--- src/rtl/mul_ctrl.sv ---
// Multiply controller: runs one 32x32 RISC-V multiply at a time through an external
// multiplier and keeps an optional single-entry cache of the last 64-bit product.
module mul_ctrl #(
    parameter bit REUSE_EN = 1'b1
) (
    input  logic        clk,
    input  logic        rst,
    input  logic        op_valid,
    output logic        op_ready,
    input  logic [2:0]  funct3,
    input  logic [31:0] rs1,
    input  logic [31:0] rs2,
    input  logic        flush,
    output logic        res_valid,
    input  logic        res_ready,
    output logic [31:0] res,
    output logic [32:0] m_ai,
    output logic [32:0] m_bi,
    output logic        m_req,
    output logic        m_zf,
    input  logic [63:0] m_r,
    input  logic        m_rdy
);

    typedef enum logic [1:0] {IDLE, ISSUE, RESP} state_t;

    state_t      state_reg;
    logic [31:0] a_reg;
    logic [31:0] b_reg;
    logic [2:0]  f_reg;
    logic        sa_reg;
    logic        sb_reg;
    logic        m_req_reg;
    logic        m_zf_reg;
    logic        res_valid_reg;
    logic [31:0] res_reg;

    logic [63:0] c_prod_reg;
    logic [31:0] c_a_reg;
    logic [31:0] c_b_reg;
    logic        c_sa_reg;
    logic        c_sb_reg;
    logic        c_valid_reg;

    logic [1:0]  op_sel;
    logic        in_mul;
    logic        in_sa;
    logic        in_sb;
    logic        is_mul;
    logic        hit;
    logic        capture;

    // Encodings 1xx collapse onto MUL before any decoding.
    assign op_sel  = funct3[2] ? 2'b00 : funct3[1:0];
    assign in_mul  = (op_sel == 2'b00);
    assign in_sa   = (op_sel != 2'b11);
    assign in_sb   = ~op_sel[1];
    assign is_mul  = f_reg[2] | (f_reg[1:0] == 2'b00);
    assign capture = (state_reg == ISSUE) & m_rdy;

    // The low word is identical for every signedness, so MUL may reuse any entry.
    assign hit = c_valid_reg & ~flush
               & (rs1 == c_a_reg) & (rs2 == c_b_reg)
               & (in_mul | ({c_sa_reg, c_sb_reg} == {in_sa, in_sb}));

    function automatic logic [31:0] pick(input logic [63:0] p, input logic lo);
        return lo ? p[31:0] : p[63:32];
    endfunction

    assign op_ready  = (state_reg == IDLE);
    assign res_valid = res_valid_reg;
    assign res       = res_reg;
    assign m_req     = m_req_reg;
    assign m_zf      = m_zf_reg;
    assign m_ai      = {sa_reg & a_reg[31], a_reg};
    assign m_bi      = {sb_reg & b_reg[31], b_reg};

    always_ff @(posedge clk) begin
        if (rst) begin
            state_reg     <= IDLE;
            a_reg         <= '0;
            b_reg         <= '0;
            f_reg         <= '0;
            sa_reg        <= 1'b0;
            sb_reg        <= 1'b0;
            m_req_reg     <= 1'b0;
            m_zf_reg      <= 1'b0;
            res_valid_reg <= 1'b0;
            res_reg       <= '0;
        end else begin
            case (state_reg)
                IDLE: begin
                    if (op_valid) begin
                        a_reg    <= rs1;
                        b_reg    <= rs2;
                        f_reg    <= funct3;
                        sa_reg   <= in_sa;
                        sb_reg   <= in_sb;
                        m_zf_reg <= (rs1 == 32'd0) | (rs2 == 32'd0);
                        if (hit) begin
                            res_reg       <= pick(c_prod_reg, in_mul);
                            res_valid_reg <= 1'b1;
                            state_reg     <= RESP;
                        end else begin
                            m_req_reg <= 1'b1;
                            state_reg <= ISSUE;
                        end
                    end
                end
                ISSUE: begin
                    if (m_rdy) begin
                        m_req_reg     <= 1'b0;
                        res_reg       <= pick(m_r, is_mul);
                        res_valid_reg <= 1'b1;
                        state_reg     <= RESP;
                    end
                end
                RESP: begin
                    if (res_ready) begin
                        res_valid_reg <= 1'b0;
                        state_reg     <= IDLE;
                    end
                end
                default: state_reg <= IDLE;
            endcase
        end
    end

    // Cache payload needs no reset: it is only ever observed through c_valid_reg.
    always_ff @(posedge clk) begin
        if (capture) begin
            c_prod_reg <= m_r;
            c_a_reg    <= a_reg;
            c_b_reg    <= b_reg;
            c_sa_reg   <= sa_reg;
            c_sb_reg   <= sb_reg;
        end
    end

    generate
        if (REUSE_EN) begin : g_cache
            // Flush outranks a simultaneous capture so the entry stays invalid.
            always_ff @(posedge clk) begin
                if (rst || flush) begin
                    c_valid_reg <= 1'b0;
                end else if (capture) begin
                    c_valid_reg <= 1'b1;
                end
            end
        end else begin : g_no_cache
            assign c_valid_reg = 1'b0;
        end
    endgenerate

endmodule

--- config.mk ---
export PLATFORM = sky130hd
export DESIGN_NAME = mul_ctrl
export DESIGN_NICKNAME = d
export VERILOG_FILES = /design/src/rtl/mul_ctrl.sv
export SDC_FILE = /design/constraint.sdc
export NUM_CORES = 1
export LEC_CHECK = 0
export ABC_AREA = 1
export BUFFER_PORTS_ARGS = -buffer_cell sky130_fd_sc_hd__buf_2
export CORE_MARGIN = 3
export CORE_UTILIZATION = 50
export CTS_BUF_LIST = sky130_fd_sc_hd__clkbuf_8
export CTS_CLUSTER_SIZE = 24
export DETAILED_ROUTE_END_ITERATION = 6
export PLACE_DENSITY = 0.78
export RECOVER_POWER = 25
export SLEW_MARGIN = 25
export SYNTH_ARGS = -nofsm -noshare
export SYNTH_HDL_FRONTEND = slang
export SYNTH_SLANG_ARGS = --single-unit
--- constraint.sdc ---
create_clock -name clk -period 4.1 [get_ports clk]
set_clock_uncertainty 0.2 [all_clocks]
set_input_delay 1.025 -clock clk [delete_from_list [all_inputs] [get_ports clk]]
set_output_delay 1.025 -clock clk [all_outputs]
set_load 0.03 [all_outputs]
==> metrics.md, run 1 <==
| Metric | Value |
|---|---|
| Status | finished, final reports clean |
| CP cell instances | buf_2 -> inv_1 -> nand2_1 -> nand2_1 -> nor2_1 -> nand2_1 -> nor2_1 -> nand2_1 -> nor2_1 -> nand3_2 -> nand2_4 -> nand2_2 -> nand2_1 -> a21oi_1 |
| Setup CP Type | in -> reg |
| Synthesized instance count | 1,092 |
| Crit start category | input pin |
| Num CTS Buffers | 41 |
| Largest net degree at the start of global routing | 132 |
| Crit path buf inv count | 2 |
| Grt ovf | 0 |
| Post-route setup slack | 1.13 ns |
| Starting Density | 52.0% |
| Worst-skew pair later-pin latency | 0.54 ns |
| CP max stage delay | 0.50 ns |
| Number of global-route vias before repair | 8,212 |
| Core area | 0.0191 mm² |
| Syn Std Cell Area | 0.00992 mm² |
| First-pass GRT wire length | 41,900 µm |
| Mean post-synth cell area | 9.08 µm² |
| Commonest non-fill, non-tap cell in the layout | buf_2 |
| Fin area | 0.0120 mm² |
| Final hold violation count | 0 |
| Vias per inst | 5.26 |
| Area Overhead vs Synth | 21.4% |
| Router iterations before antenna repair | 5 |
| Remaining DRCs | 0 |
| Worst endpoint required time | 4.29 ns |
| Die W | 147 µm |
| Setup-failing EPs final | 0 |
| Minimum clock period | 2.97 ns |
| Synth cell types | 29 |
| RSZ-0062 raised after global routing | no |
| Synth Net Count | 1,229 |
| Maximum vdd drop | 0.000274 V |
| Max reg flops | 64 |
| Most numerous cell on the critical path | nand2_1 |
| Initial antenna violation count | 2 |
| Share of cells above drive strength 1 | 20.9% |
| Worst Path Arrival | 3.16 ns |
| Cts repair resizes | 0 |
| Commonest non-fill, non-tap cells in the layout | buf_2 (214), nor2_1 (195), nand2_1 (189) |
| Min-delay worst type | reg -> reg |
| Pre-CTS setup slack | 0.592 ns |
| Crit path max fanout | 34 |
| Post-synthesis sequential area ratio | 60.9% |
| Post-route setup TNS | 0 ns |
| GRT Overall Usage | 23.7% |
| CP top delay family | simple AND/OR/NAND/NOR gates |
| DR vias | 8,545 |
| Ys Warns | 0 |
| Type of destination of the critical path | register |
| CTS sink count | 237 |
| Initial DRC Count | 590 |
| Number of port buffers | 238 |
| Worst slew pin tran | 0.875 ns |
| Max clock buf depth | 3 |
| Final nets | 1,468 |
| Slowest stage cell on the critical path | nand2_2 |
| Register bit total from synthesis | 237 |
| Root buf cell | clkbuf_8 |
| Leak | 5.32 nW |
| Peak Freq | 336 MHz |
| Crit share post-route | 72.5% |
| Die height | 147 µm |
| H-Tree Depth | 2 |
| Post-CTS Hold Buffers | 0 |
| Max Cap Viol | 0 |
| Power per cell area | 485 mW/mm² |
| Row cnt | 50 |
| Reg clk slew, reported paths | 0.06 ns |
| Post-CTS setup buffers | 0 |
| Post-Route WL | 26,100 µm |
| Die area | 0.0216 mm² |
| GPL Wtd Cong | 0.830 |
| Final Util | 63.1% |
| Slew HR | 41.7% |
| Hpwl dp | 17,300 µm |
| Routed Antenna Nets | 0 |
| Max Slew Vio Count | 0 |
| DR WL/cell | 16.0 µm |
| I/O pin cnt | 239 |
| DP Area | 0.0113 mm² |
| CTS tree | built |
## cell type report
type / instances / area [µm²]
Fill cell: 1612 / 7040
Multi-Input combinational cell: 693 / 3240
Antenna cell: 3 / 7.51
Tap cell: 260 / 325
Clock inverter: 30 / 118
Sequential cell: 237 / 6050
Clock buffer: 45 / 619
Timing Repair Buffer: 250 / 1280
Inverter: 108 / 409
## power by group
group	leakage [nW]	switching [W]	internal [W]
Clock	0.468	0.000916	0.00100
Combinational	2.77	0.000762	0.000316
Sequential	2.08	0.000105	0.00273
## metrics by stage
stage | total power [W] | std cells | hold WS, ns
after CTS | 0.00588 | 1623 | 0.248
final | 0.00583 | 1626 | 0.250
after floorplan | 0.00359 | 1092 | 0.225
after global routing | 0.00613 | 1625 | 0.257
after global placement | 0.00394 | 1548 | 0.227
after detailed placement | 0.00396 | 1548 | 0.234
## per-layer routing
layer	track usage (%)	vias up	routed length (µm)
met4	9.36	0	801
met2	37.2	348	12100
met1	32.6	3983	11100
li1	-	4160	-
met5	0	-	0
met3	4.66	54	2010
## Yosys cell counts (all sizes together)
master    n  area share, %
a31oi     1          0.063
nor4     16            1.0
o32ai    32            2.8
a21oi    85            4.3
buf      13           0.97
inv     108            4.1
nand4     7           0.44
or2       1          0.063
o311ai    1          0.088
xor2      2           0.18
xnor2    12            1.1
clkbuf   41            1.6
edfxtp  130             39
nand2   191            7.3
nor2    197            7.5
o21ai   108            5.5
nand3    39            2.0
o21a      1          0.076
dfxtp   107             22
## path summary, 6_finish.rpt
path / start / to / slack [ns] / cells past startpoint
worst max-delay path: rs1[21] / res[18] / 1.13 / 14
worst min-delay path: b_reg[4] / c_b_reg[4] / 0.25 / 0
worst min register to register: b_reg[4] / c_b_reg[4] / 0.25 / 0
worst max register to register: c_a_reg[8] / res[18] / 1.39 / 12
## cell families after synthesis
group / count (synthesis) / share of synthesized area (%)
buffers and inverters: 162 / 6.61
AND/OR/NAND/NOR: 451 / 18.3
AO/OA/AOI/OAI: 228 / 12.9
flip-flops: 237 / 60.9
XOR/XNOR: 14 / 1.24
Power figures use the tool's default switching activity.
==> run 2: changes to the inputs <==
Clock period 4.1 ns to 2.49 ns, I/O delays scaled along.
==> run 2 against run 1 <==
Effect of this change: clock power rose by 71%; utilization is 0.87 points higher; flip-flop and latch count stayed put; die area stayed put; register-to-register slack got worse by 1.0 ns; clock-buffer cell count increased by 6; setup slack got worse by 0.84 ns.
==> metrics.md, run 2 (synthesis gave the netlist of run 1 again) <==
| Metric | Value |
|---|---|
| Status | finished, final reports clean |
| Initial antenna violation count | 3 |
| Worst slew pin tran | 0.466 ns |
| Worst hold slack | 0.0883 ns |
| CTS tree | built |
| GPL Wtd Cong | 0.850 |
| Commonest non-fill, non-tap cells in the layout | buf_2 (197), nor2_1 (195), nand2_1 (188) |
| Root buf cell | clkbuf_8 |
| Worst Path Arrival | 1.37 ns |
| DR WL/cell | 15.9 µm |
| DP Area | 0.0115 mm² |
| Commonest non-fill, non-tap cell in the layout | buf_2 |
| Max clock buf depth | 3 |
| Remaining DRCs | 0 |
| Hpwl dp | 17,300 µm |
| Maximum vdd drop | 0.000608 V |
| Worst endpoint required time | 1.67 ns |
| Number of global-route vias before repair | 8,206 |
| Type of destination of the critical path | primary output |
| CTS sink count | 237 |
| Crit start category | register |
| Die height | 147 µm |
| Initial DRC Count | 641 |
| First-pass GRT wire length | 41,900 µm |
| I/O pin cnt | 239 |
| Post-route setup slack | 0.293 ns |
| Area Overhead vs Synth | 23.0% |
| Die area | 0.0216 mm² |
| Post-Route WL | 25,900 µm |
| Core area | 0.0191 mm² |
| RSZ-0062 raised after global routing | no |
| Pre-CTS setup slack | -0.00817 ns |
| Slew HR | 68.7% |
| Post-CTS Hold Buffers | 0 |
| Minimum clock period | 2.20 ns |
| Setup-failing EPs final | 0 |
| Cts repair resizes | 0 |
| Reg clk slew, reported paths | 0.06 ns |
| Power per cell area | 802 mW/mm² |
| Num CTS Buffers | 39 |
| Fin area | 0.0122 mm² |
| H-Tree Depth | 2 |
| Post-route setup TNS | 0 ns |
| Crit share post-route | 88.2% |
| Worst-skew pair later-pin latency | 0.53 ns |
| Largest net degree at the start of global routing | 113 |
| Die W | 147 µm |
| Number of port buffers | 238 |
| Max reg flops | 64 |
| Min-delay worst type | in -> reg |
| Max Slew Vio Count | 0 |
| Router iterations before antenna repair | 5 |
| GRT Overall Usage | 23.7% |
| Leak | 5.33 nW |
| Max Cap Viol | 0 |
| Starting Density | 52.0% |
| Crit path max fanout | 5 |
| Final hold violation count | 0 |
| Setup CP Type | reg -> out |
| Vias per inst | 5.17 |
| Grt ovf | 0 |
| Row cnt | 50 |
| Post-CTS setup buffers | 0 |
| Share of cells above drive strength 1 | 20.5% |
| Final nets | 1,472 |
| Routed Antenna Nets | 0 |
| Peak Freq | 455 MHz |
| DR vias | 8,414 |
## run 2: layout make-up
| cell class | instances | area, µm² |
|---|---|---|
| Tap cell | 260 | 325 |
| Clock inverter | 19 | 71.3 |
| Multi-Input combinational cell | 693 | 3250 |
| Fill cell | 1603 | 6880 |
| Clock buffer | 51 | 702 |
| Antenna cell | 4 | 10.0 |
| Inverter | 108 | 409 |
| Sequential cell | 237 | 6050 |
| Timing Repair Buffer | 256 | 1390 |
## run 2: final timing paths
path                     start        endpoint  slack [ns]  cells past startpoint
setup / recovery  state_reg[1]        op_ready        0.29                      2
setup reg to reg   c_a_reg[21]         res[14]        0.34                     12
hold reg to reg          m_req           m_req        0.24                      2
hold / removal         m_r[27]  c_prod_reg[27]        0.09                      1
## run 2: worst max-delay path: stages (launching register included)
cell	delay (ns)
dfxtp_1	0.37
nor2_2	0.23
buf_2	0.26
## run 2: per-stage QoR
| stage | util, % | total power [W] | std cells |
|---|---|---|---|
| after global routing | 63.9 | 0.0103 | 1627 |
| after detailed placement | 60.1 | 0.00658 | 1554 |
| after global placement | 60.1 | 0.00654 | 1554 |
| final | 64.0 | 0.00979 | 1628 |
| after CTS | 64.2 | 0.00987 | 1624 |
| after floorplan | - | 0.00592 | 1092 |
## run 2: power breakdown
group | switching (W) | internal [W]
combinational | 0.00127 | 0.000563
sequential | 0.000175 | 0.00449
clock | 0.00147 | 0.00182
total | 0.00291 | 0.00688
## run 2: routing by layer
layer  vias up  routed length [µm]  GRT usage, %
met5         -                   0             0
li1       4161                   -             -
met1      3860               10700          31.5
met3        43                2160          4.90
met4         0                 668          8.70
met2       350               12400          38.6
==> run 3: changes to the inputs <==
==> constraint.sdc (replaced) <==
create_clock -name clk -period 2.49 [get_ports clk]
set_clock_uncertainty 0.2 [all_clocks]
set_input_delay 0.747 -clock clk [delete_from_list [all_inputs] [get_ports clk]]
set_output_delay 0.747 -clock clk [all_outputs]
set_load 0.03 [all_outputs]
==> run 3 against run 2 <==
Effect of this change: wire length grew 4.4%; setup slack lost 0.15 ns; final cell count grew 2.0%; non-clock buffer count grew 31; critical endpoint unchanged; largest power group unchanged.
==> metrics.md, run 3 (synthesis gave the netlist of run 1 again) <==
| Metric | Value |
|---|---|
| Status | finished, final reports clean |
| DR WL/cell | 16.3 µm |
| Final hold violation count | 0 |
| H-Tree Depth | 2 |
| I/O pin cnt | 239 |
| Routed Antenna Nets | 0 |
| Number of global-route vias before repair | 8,934 |
| RSZ-0062 raised after global routing | no |
| Routed wire length on met2 | 13,000 µm |
| Setup-failing EPs final | 0 |
| Post-Route WL | 27,100 µm |
| Die area | 0.0216 mm² |
| Routed wl met3 | 2230 µm |
| Max Cap Viol | 0 |
| Initial antenna violation count | 2 |
| Worst endpoint required time | 1.54 ns |
| Commonest non-fill, non-tap cells in the layout | buf_2 (199), nor2_1 (195), nand2_1 (188) |
| GRT Overall Usage | 24.9% |
| DR vias | 8,716 |
| Die height | 147 µm |
| Commonest non-fill, non-tap cell in the layout | buf_2 |
| Final nets | 1,504 |
| Power per cell area | 834 mW/mm² |
| Cells after DPL | 1,585 |
| Row cnt | 50 |
| Number of port buffers | 238 |
| Max reg flops | 64 |
| CTS tree | built |
| CTS sink count | 237 |
| Setup CP Type | reg -> out |
| Worst reg2reg path depth | 12 |
| Num CTS Buffers | 40 |
| GPL Wtd Cong | 0.849 |
| Worst Path Arrival | 1.40 ns |
| DR top layer | met4 |
| Crit start category | register |
| Core area | 0.0191 mm² |
| Total power | 0.0105 W |
| Post-CTS setup buffers | 0 |
| Die W | 147 µm |
| Share of cells above drive strength 1 | 23.3% |
| Max Slew Vio Count | 0 |
| Met1 WL | 11,200 µm |
| Grt ovf | 0 |
| Crit share post-route | 94.1% |
| Starting Density | 52.0% |
| Crit path max fanout | 5 |
| Peak Freq | 427 MHz |
| Worst-skew pair later-pin latency | 0.53 ns |
| Router iterations before antenna repair | 5 |
| Max clock buf depth | 3 |
| Type of destination of the critical path | primary output |
| Post-CTS Hold Buffers | 0 |
| Worst slew pin tran | 0.441 ns |
| Hold path depth | 1 |
| Minimum clock period | 2.34 ns |
| Layout Cells excl Fill | 1,661 |
| Largest net degree at the start of global routing | 71 |
| Maximum vdd drop | 0.000484 V |
| Slew HR | 70.6% |
| Vias per inst | 5.25 |
| Leak | 5.52 nW |
| Min-delay worst type | in -> reg |
| Reg clk slew, reported paths | 0.06 ns |
| Remaining DRCs | 0 |
| Hpwl dp | 17,800 µm |
| First-pass GRT wire length | 44,100 µm |
| Cts repair resizes | 0 |
| Root buf cell | clkbuf_8 |
| Area Overhead vs Synth | 26.8% |
| Initial DRC Count | 575 |
[run 3: final cells by class]
type                    count  area [µm²]
diodes                      2        5.00
clock buffers              50         688
clock inverters            24         238
fillers                  1574        6510
inverters                 108         409
multi-input cells         693        3250
flip-flops and latches    237        6050
well taps                 260         325
repair buffers            287        1610
[run 3: per-stage QoR]
stage / hold WS [ns] / cell area [µm²] / setup TNS (ns) / util, % / setup slack (ns)
after floorplan: 0.225 / 9940 / -107.59 / - / -0.822
after global placement: 0.227 / 11700 / -4.07 / 61.3 / -0.139
after detailed placement: 0.229 / 11700 / -5.06 / 61.3 / -0.189
after CTS: 0.177 / 12600 / 0 / 66.1 / 0.129
after global routing: 0.168 / 12600 / 0 / 65.9 / 0.0921
final: 0.197 / 12600 / 0 / 65.9 / 0.146
[run 3: metal layers]
metal / global-route usage, % / vias up
li1: - / 4230
met1: 32.7 / 4038
met2: 40.8 / 392
met3: 5.27 / 56
met4: 9.13 / 0
met5: 0 / -
[run 3: path summary, 6_finish.rpt]
check	from	endpoint	slack, ns
min	m_r[27]	c_prod_reg[27]	0.20
min reg2reg	b_reg[4]	c_b_reg[4]	0.25
max reg2reg	c_a_reg[21]	res[29]	0.31
max	state_reg[1]	op_ready	0.15
[run 3: where the power goes]
group,internal [W],switching [W]
Combinational,0.000594,0.00130
Clock,0.00234,0.00159
Sequential,0.00449,0.000175
[run 3: worst max-delay path, stage by stage (launching register included)]
cell and delay, ns:
dfxtp_1 0.36, nor2_2 0.24, buf_2 0.27
